## src/rtl/abro_stim_sequencer.sv

```systemverilog
// -----------------------------------------------------------------------------
// abro_stim_sequencer
//
// Buffers a list of A/B stimulus steps and plays them back into an ABRO state
// machine. Each playback starts with a 2-cycle reset pulse on abro_R, then the
// buffered steps are replayed back-to-back, each held for max(hold,1) cycles.
// Playback ends with a 1-cycle done pulse. Rising edges of the observed ABRO
// output are counted while steps are being played.
//
// Ports
//   clk        : single clock, all state on rising edge
//   reset      : asynchronous, active-low; clears all state
//   cfg_valid  : step-write request
//   cfg_ready  : step-write accept (IDLE and buffer not full)
//   cfg_a/b    : A/B levels of the step being written
//   cfg_hold   : step duration in cycles (0 behaves as 1)
//   start      : begin playback (honoured in IDLE only)
//   abort      : cancel playback and flush the buffer
//   abro_A/B   : registered stimulus to the ABRO machine
//   abro_R     : registered active-high reset to the ABRO machine
//   abro_O     : ABRO output under observation
//   busy       : high while resetting or playing
//   done       : one-cycle pulse at normal completion
//   o_count    : saturating count of abro_O rising edges seen while playing
//   level      : number of buffered steps
// -----------------------------------------------------------------------------
module abro_stim_sequencer #(
  parameter int DEPTH  = 8,
  parameter int HOLD_W = 4
) (
  input  logic                     clk,
  input  logic                     reset,
  input  logic                     cfg_valid,
  output logic                     cfg_ready,
  input  logic                     cfg_a,
  input  logic                     cfg_b,
  input  logic [HOLD_W-1:0]        cfg_hold,
  input  logic                     start,
  input  logic                     abort,
  output logic                     abro_A,
  output logic                     abro_B,
  output logic                     abro_R,
  input  logic                     abro_O,
  output logic                     busy,
  output logic                     done,
  output logic [7:0]               o_count,
  output logic [$clog2(DEPTH):0]   level
);

  localparam int PW = $clog2(DEPTH);
  localparam int LW = PW + 1;
  localparam int SW = HOLD_W + 2;

  localparam logic [1:0] S_IDLE = 2'd0;
  localparam logic [1:0] S_RST  = 2'd1;
  localparam logic [1:0] S_PLAY = 2'd2;
  localparam logic [1:0] S_DONE = 2'd3;

  // Cycles still to be spent in the current step after the present one.
  function automatic logic [HOLD_W-1:0] hold_remaining(input logic [HOLD_W-1:0] h);
    logic [HOLD_W-1:0] r;
    if (h == {HOLD_W{1'b0}}) begin
      r = {HOLD_W{1'b0}};
    end else begin
      r = h - HOLD_W'(1);
    end
    return r;
  endfunction

  logic [1:0]        r_state;
  logic [HOLD_W-1:0] r_hold;
  logic [SW-1:0]     r_mem [DEPTH];
  logic [PW-1:0]     r_wr_ptr;
  logic [PW-1:0]     r_rd_ptr;
  logic [LW-1:0]     r_level;
  logic              r_cfg_ready;
  logic              r_abro_A;
  logic              r_abro_B;
  logic              r_abro_R;
  logic              r_busy;
  logic              r_done;
  logic [7:0]        r_count;
  logic              r_prev_o;

  logic [1:0]        w_nxt_state;
  logic [HOLD_W-1:0] w_nxt_hold;
  logic              w_pop;
  logic              w_flush;
  logic              w_wr;
  logic [LW-1:0]     w_nxt_level;
  logic [SW-1:0]     w_head;
  logic              w_head_a;
  logic              w_head_b;
  logic [HOLD_W-1:0] w_head_hold;
  logic              w_rise;

  // abort discards a same-cycle write
  assign w_wr        = cfg_valid & r_cfg_ready & ~abort;
  assign w_head      = r_mem[r_rd_ptr];
  assign w_head_a    = w_head[SW-1];
  assign w_head_b    = w_head[SW-2];
  assign w_head_hold = w_head[HOLD_W-1:0];
  assign w_rise      = abro_O & ~r_prev_o;
  assign w_nxt_level = w_flush ? {LW{1'b0}} : (r_level + LW'(w_wr) - LW'(w_pop));

  // Next-state, hold counter and pop decision.
  always_comb begin
    w_nxt_state = r_state;
    w_nxt_hold  = r_hold;
    w_pop       = 1'b0;
    w_flush     = 1'b0;
    if (abort) begin
      w_nxt_state = S_IDLE;
      w_flush     = 1'b1;
    end else begin
      case (r_state)
        S_IDLE: begin
          // a write in the same cycle counts toward a non-empty buffer
          if (start && (w_wr || (r_level != {LW{1'b0}}))) begin
            w_nxt_state = S_RST;
            w_nxt_hold  = HOLD_W'(1);
          end else begin
            w_nxt_state = S_IDLE;
          end
        end
        S_RST: begin
          if (r_hold == {HOLD_W{1'b0}}) begin
            w_nxt_state = S_PLAY;
            w_pop       = 1'b1;
            w_nxt_hold  = hold_remaining(w_head_hold);
          end else begin
            w_nxt_hold  = r_hold - HOLD_W'(1);
          end
        end
        S_PLAY: begin
          if (r_hold == {HOLD_W{1'b0}}) begin
            if (r_level != {LW{1'b0}}) begin
              w_pop      = 1'b1;
              w_nxt_hold = hold_remaining(w_head_hold);
            end else begin
              w_nxt_state = S_DONE;
            end
          end else begin
            w_nxt_hold = r_hold - HOLD_W'(1);
          end
        end
        S_DONE: begin
          w_nxt_state = S_IDLE;
        end
        default: begin
          w_nxt_state = S_IDLE;
        end
      endcase
    end
  end

  // State register and registered outputs, all derived from the next state.
  always_ff @(posedge clk or negedge reset) begin
    if (!reset) begin
      r_state     <= S_IDLE;
      r_hold      <= {HOLD_W{1'b0}};
      r_abro_A    <= 1'b0;
      r_abro_B    <= 1'b0;
      r_abro_R    <= 1'b1;
      r_busy      <= 1'b0;
      r_done      <= 1'b0;
      r_cfg_ready <= 1'b0;
    end else begin
      r_state     <= w_nxt_state;
      r_hold      <= w_nxt_hold;
      r_abro_R    <= (w_nxt_state == S_RST);
      r_busy      <= (w_nxt_state == S_RST) || (w_nxt_state == S_PLAY);
      r_done      <= (w_nxt_state == S_DONE);
      r_cfg_ready <= (w_nxt_state == S_IDLE) && (w_nxt_level < LW'(DEPTH));
      if (w_pop) begin
        r_abro_A <= w_head_a;
        r_abro_B <= w_head_b;
      end else if (w_nxt_state != S_PLAY) begin
        r_abro_A <= 1'b0;
        r_abro_B <= 1'b0;
      end else begin
        r_abro_A <= r_abro_A;
        r_abro_B <= r_abro_B;
      end
    end
  end

  // Step FIFO: storage, pointers (wrap modulo DEPTH) and fill level.
  always_ff @(posedge clk or negedge reset) begin
    if (!reset) begin
      for (int i = 0; i < DEPTH; i++) begin
        r_mem[i] <= {SW{1'b0}};
      end
      r_wr_ptr <= {PW{1'b0}};
      r_rd_ptr <= {PW{1'b0}};
      r_level  <= {LW{1'b0}};
    end else begin
      r_level <= w_nxt_level;
      if (w_flush) begin
        r_wr_ptr <= {PW{1'b0}};
        r_rd_ptr <= {PW{1'b0}};
      end else begin
        if (w_wr) begin
          r_mem[r_wr_ptr] <= {cfg_a, cfg_b, cfg_hold};
          r_wr_ptr        <= r_wr_ptr + PW'(1);
        end else begin
          r_wr_ptr <= r_wr_ptr;
        end
        if (w_pop) begin
          r_rd_ptr <= r_rd_ptr + PW'(1);
        end else begin
          r_rd_ptr <= r_rd_ptr;
        end
      end
    end
  end

  // Rising-edge counter on abro_O: cleared on entry to RST, counts in PLAY only.
  always_ff @(posedge clk or negedge reset) begin
    if (!reset) begin
      r_count  <= 8'd0;
      r_prev_o <= 1'b0;
    end else begin
      r_prev_o <= abro_O;
      if ((r_state == S_IDLE) && (w_nxt_state == S_RST)) begin
        r_count <= 8'd0;
      end else if ((r_state == S_PLAY) && w_rise && (r_count != 8'hFF)) begin
        r_count <= r_count + 8'd1;
      end else begin
        r_count <= r_count;
      end
    end
  end

  assign cfg_ready = r_cfg_ready;
  assign abro_A    = r_abro_A;
  assign abro_B    = r_abro_B;
  assign abro_R    = r_abro_R;
  assign busy      = r_busy;
  assign done      = r_done;
  assign o_count   = r_count;
  assign level     = r_level;

endmodule
```

## config.mk

```make
export PLATFORM = sky130hd
export DESIGN_NAME = abro_stim_sequencer
export DESIGN_NICKNAME = d
export VERILOG_FILES = /design/src/rtl/abro_stim_sequencer.sv
export SDC_FILE = /design/constraint.sdc
export NUM_CORES = 1
export LEC_CHECK = 0
export BUFFER_PORTS_ARGS = -buffer_cell sky130_fd_sc_hd__buf_2
export CAP_MARGIN = 0
export CORE_MARGIN = 3
export CORE_UTILIZATION = 50
export DETAILED_ROUTE_END_ITERATION = 6
export PLACE_DENSITY = 0.68
export SLEW_MARGIN = 0
export SYNTH_ARGS = -nofsm -noshare
export SYNTH_HDL_FRONTEND = slang
export SYNTH_SLANG_ARGS = --single-unit
```

## constraint.sdc

```tcl
create_clock -name clk -period 8.4 [get_ports clk]
set_clock_uncertainty 0.1 [all_clocks]
set_input_delay 1.26 -clock clk [delete_from_list [all_inputs] [get_ports clk]]
set_output_delay 1.26 -clock clk [all_outputs]
set_load 0.03 [all_outputs]
```

After elaboration in Yosys (flattened, before gate mapping)
Cells that the tools add are included.
{"block": "word_totals", "regBits": 79, "in_bits": 12, "out_inout_bits": 18, "wordCells": 104}
{"block": "classes", "n_addsub": 7, "n_lt_le_gt_ge": 4, "eq_ne": 10, "n_mux": 34, "bitwise": 8, "reduce_logical": 20}
{"operator": "bitwise mux 48 bit", "count": 1}
{"operator": "two-way mux 4 bit", "count": 6}
{"operator": "binary-select mux 6 bit (select 3 bit)", "count": 1}
{"operator": "demux 6 bit (select 3 bit)", "count": 1}
{"operator": "two-way mux 6 bit", "count": 3}
{"operator": "two-way mux 8 bit", "count": 2}
{"operator": "two-way mux 3 bit", "count": 4}
{"operator": "case mux 4 bit (3 select lines)", "count": 1}
{"operator": "two-way mux 1 bit", "count": 9}
{"operator": "adder 8 x 1 -> 8 bit, second input constant", "count": 1}
{"operator": "equality test 2 bit, second input constant", "count": 4}
{"operator": "greater-or-equal comparator 4 bit, second input constant", "count": 2}
{"operator": "logical NOT 4 bit", "count": 2}
{"operator": "two-way mux 2 bit", "count": 4}
{"operator": "inequality test 8 bit, second input constant", "count": 1}
{"operator": "NOT 3 -> 4 bit", "count": 2}
{"operator": "case mux 2 bit (4 select lines)", "count": 1}
{"operator": "nonzero test 2 bit", "count": 4}
{"operator": "subtractor 4 x 1 -> 4 bit, second input constant", "count": 2}
{"operator": "adder 3 x 1 -> 3 bit, second input constant", "count": 2}
{"operator": "logical AND 1 bit", "count": 6}
{"operator": "adder 4 x 1 -> 4 bit", "count": 1}
{"operator": "equality test 2 x 1 -> 1 bit, second input constant", "count": 2}
{"operator": "logical NOT 2 bit", "count": 2}
{"operator": "other kinds (13)", "count": 19}

Longest topological paths before layout
{"block": "logic_depth", "depth_word": 10, "mapped_depth": 14, "ltp_nobuf": 13}

Least setup slack after synthesis
No wires, ideal clock.
{"block": "synth_path", "path_type": "in2reg", "start": "input port cfg_valid", "end": "register r_level[2] (netlist: level[2])", "setup_time_ns": 0.131, "arrival_time_ns": 2.664, "required_time_ns": 8.169, "path_slack_ns": 5.505, "stages": 9, "cell_sequence": "nand2_1 -> nor2_1 -> inv_1 -> ha_1 -> inv_1 -> ha_1 -> fa_1 -> xnor2_1 -> nor2_1"}
{"block": "synth_via", "elab_chain_cells": 5}
{"element": "start: declaration", "line": "33", "rtl": "input logic cfg_valid,"}
{"element": "bitwise AND 1 bit (2 in a row)", "line": "98", "rtl": "assign w_wr = cfg_valid & r_cfg_ready & ~abort;"}
{"element": "adder 4 x 1 -> 4 bit", "line": "104", "rtl": "assign w_nxt_level = w_flush ? {LW{1'b0}} : (r_level + LW'(w_wr) - LW'(w_pop));"}
{"element": "subtractor 4 x 1 -> 4 bit", "line": "104"}
{"element": "two-way mux 4 bit", "line": "104"}
{"element": "net w_nxt_level[2]", "line": "90", "rtl": "logic [LW-1:0] w_nxt_level;"}
{"element": "end signal: assignment", "line": "196", "rtl": "r_level <= {LW{1'b0}};"}
{"element": "end signal: assignment", "line": "198", "rtl": "r_level <= w_nxt_level;"}
{"element": "end: declaration", "line": "75", "rtl": "logic [LW-1:0] r_level;"}
The timed path passes the listed nets, and every way through them passes these cells.
A chain may end at the register's enable or synchronous reset.

Worst setup path after layout
{"block": "layout_path", "start": "register r_hold[0]", "end": "register r_cfg_ready (netlist: cfg_ready)"}
{"block": "layout_via", "elab_chain_cells": 8, "elab_cells_between_ends": 14, "cone_classes": "add/sub: 1; order compare: 1; mux: 9; reduce/logical: 3"}
{"element": "start: declaration", "line": "71", "rtl": "logic [HOLD_W-1:0] r_hold;"}
{"element": "start signal: assignment", "line": "161", "rtl": "r_hold <= {HOLD_W{1'b0}};"}
{"element": "start signal: assignment", "line": "170", "rtl": "r_hold <= w_nxt_hold;"}
{"element": "logical NOT 4 bit (*)", "line": "127, 136"}
{"element": "two-way mux 1 bit (on tied branches)", "line": "136, 127"}
{"element": "case mux 1 bit (2 select lines) (*)", "line": "116", "rtl": "case (r_state)"}
{"element": "two-way mux 1 bit (*)", "line": "112", "rtl": "if (abort) begin"}
{"element": "subtractor 4 x 1 -> 4 bit (*)", "line": "104"}
{"element": "two-way mux 4 bit (*)", "line": "104"}
{"element": "net w_nxt_level[3]", "line": "90"}
{"element": "less-than comparator 4 bit (*)", "line": "174", "rtl": "r_cfg_ready <= (w_nxt_state == S_IDLE) && (w_nxt_level < LW'(DEPTH));"}
{"element": "logical AND 1 bit (*)", "line": "174"}
{"element": "end signal: assignment", "line": "174"}
{"element": "end: declaration", "line": "76", "rtl": "logic r_cfg_ready;"}
The timed path passes the listed nets; every way through them passes the cells marked *.

==> impl_metrics.py <==
metrics = {
    "min_path": {
        "hold_path.class": "flip-flop to flip-flop",
        "hp-start": "r_mem[14]",
    },
    "flow_run": {
        "max_cap_viol_count": 0,
    },
    "yosys": {
        "synthAdderAreaFrac_pct": 6.41,
        "synth_ff_type": "dfrtp_1",
        "synthMuxAreaShare_pct": 23.4,
        "avgSynthCellArea_um2": 12.9,
        "synthArstFlopShare_pct": 100,
        "synth_edf_count": 0,
        "synth_top_cells_by_area": "dfrtp_1, mux2_2, ha_1",
        "syn_area_um2": 4020,
        "synth_compound_area_share_pct": 5.66,
        "synth_cell_types": 46,
        "yosysSeqAreaShare_pct": 49.2,
        "synth.top_cell.area_share_pct": 48.5,
        "synth_top_area_cell": "dfrtp_1",
        "synth_seq_cells": 79,
        "synth_top_family_by_area": "multiplexers",
        "synthXorXnorAreaFrac_pct": 2.61,
        "syn_inst": 312,
        "yosysWarnings": 0,
        "synthSimpleGateAreaFrac_pct": 9.65,
        "synth_fp_nets": 344,
    },
    "global_routing": {
        "grt_pass1_wl_um": 12600,
        "antenna_found_initial": 0,
        "grt_pass1_vias": 2555,
        "grt-ovfl-total": 0,
        "track_usage_pct": 18.4,
        "grt_max_degree": 80,
    },
    "clock_network": {
        "htreeDepth": 3,
        "post_cts_buffers": 0,
        "cts_tree": "done",
        "post_cts_resized": 0,
        "numCtsBuffers": 9,
        "cts-root-buf": "clkbuf_8",
        "clock_sinks": 79,
        "clock_latency_ps": 350,
        "cts_hold_buf": 0,
        "clk_pin_slew_worst_paths_ps": 80,
        "cts_buffer_depth": 2,
    },
    "place": {
        "hpwlAfterDp_um": 5210,
        "place.gp.congestion": 0.782,
        "io_buffers": 29,
    },
    "detailed_routing": {
        "drc": 0,
        "ant_nets": 0,
        "vias": 2504,
        "viasPerCell": 5.54,
        "wl_um": 7600,
        "dr.pass1.iters": 4,
        "drtIter0Drc": 92,
        "wire_per_inst_um": 16.8,
    },
    "worst_setup_path": {
        "path_buf_inv": 3,
        "crit_family": "simple AND/OR/NAND/NOR gates",
        "critPathMaxFanout": 11,
        "crit_type": "flip-flop to flip-flop",
        "critPathSlowestCell": "nor3_1",
        "cp_slowest_stage_delay_ps": 430,
        "r2r_start": "r_hold[0]",
        "cp_common_cell": "ha_1",
        "worstSetupStartpoint": "r_hold[0]",
        "critical_path.cell_chain": "inv_1 > ha_1 > nor3b_1 > buf_4 > nand2_1 > nor3_1 > ha_1 > inv_1 > ha_1 > a21o_1 > a21oi_1 > xnor2_1 > nor2_1 > nor2b_1",
        "cp.required_ps": 8580,
        "critPathArrivalTime_ps": 3260,
        "rrSetupSlack_ps": 5320,
        "cp-end-kind": "flip-flop",
        "cp-start-kind": "flip-flop",
    },
    "timing": {
        "fin_setup_tns_ps": 0,
        "drv_slew": 0,
        "setup_viol": 0,
        "maxSlewHeadroom_pct": 33.8,
        "rsz0062_at_grt": "false",
        "whs_ps": 402,
        "hold_viol": 0,
        "fin_crit_sh_pct": 36.7,
        "fmax_mhz": 325,
        "fin_crit_ps": 3080,
        "worst_pin_slew_ps": 994,
    },
    "floorplan": {
        "die_w_um": 95.7,
        "io_pins": 30,
        "rows": 32,
        "die_y_um": 95.7,
        "core_um2": 7770,
        "initial_core_util_pct": 51.8,
        "dieArea_um2": 9150,
    },
    "power_and_ir_drop": {
        "leakagePower_uw": 0.00211,
        "fin_total_pwr_uw": 1050,
        "p_per_area_nw_per_um2": 236,
        "ir_drop_v": 0.000135,
    },
    "final_layout": {
        "drive_gt1_share_pct": 30.9,
        "syn2layout_area_growth_pct": 10.2,
        "final_common_cell": "dfrtp_1",
        "layout_common_cells": "dfrtp_1, mux2_2, buf_2",
        "nNetsFinal": 377,
        "insertedDiodeCount": 0,
        "postLayoutCoreUtil_pct": 57.1,
    },
    "status": {
        "status": "finished clean",
    },
}
sequential cells by signal (all words and copies together), names as in the netlist:
register   count
r_wr_ptr       3
r_hold         4
r_mem         48
o_count        8
r_prev_o       1
r_state        2
level          4
done           1
r_rd_ptr       3
abro_A         1
abro_R         1
cfg_ready      1
busy           1
abro_B         1
synth_stat cells (3+ instances only):
cell type	n
mux2_2	50
xnor2_1	8
inv_1	15
nor2b_1	4
xor2_1	4
dfrtp_1	78
o21ai_0	8
nand3_1	5
clkbuf_1	3
ha_1	19
a21oi_1	12
nand3b_1	5
mux4_2	5
clkbuf_8	3
mux4_1	7
mux2i_4	3
nor2_1	21
nand2_1	21
nor3_1	4
nor3b_1	4
metrics by stage:
stage / setup slack (ps) / cell area, um^2 / std cells
global placement: 5190 / 4240 / 436
detailed placement: 5090 / 4240 / 436
CTS: 5310 / 4430 / 452
finish: 5320 / 4430 / 452
global route: 5030 / 4430 / 452
floorplan: 5510 / 4020 / 312
cell families after synthesis:
| kind of cell | count (synthesis) |
|---|---|
| AO/OA/AOI/OAI | 36 |
| buffers and inverters | 23 |
| flip-flops | 79 |
| multiplexers | 66 |
| AND/OR/NAND/NOR | 76 |
| adder cells (fa/ha/maj) | 20 |
| XOR/XNOR | 12 |
cell type report:
cell class | count | area (um^2)
Inverter | 15 | 56.3
Fill cell | 673 | 3330
Timing Repair Buffer | 30 | 155
Tap cell | 102 | 128
Sequential cell | 79 | 1980
Clock buffer | 10 | 128
Multi-Input combinational cell | 210 | 1920
Clock inverter | 6 | 68.8
final timing paths:
path	cells after the start	end
min in group asynchronous	1	o_count[3]
max	14	cfg_ready
max reg2reg	14	cfg_ready
min reg2reg	1	r_mem[14]
min	1	r_mem[14]
max in group asynchronous	1	level[2]
per-layer routing:
metal / global-route usage (%) / share of wire, % / up-vias
li1: - / - / 1189
met3: 5.05 / 3.8 / 12
met4: 4.86 / 1.3 / 0
met2: 30.0 / 49 / 39
met5: 0 / 0 / -
met1: 24.4 / 46 / 1264
power by group:
part | total [uW] | switching, uW | internal (uW)
Combinational | 272 | 136 | 136
Sequential | 494 | 41.6 | 452
Clock | 280 | 141 | 139
Total | 1050 | 319 | 727
Note: power is estimated with default switching activity, not from simulation.
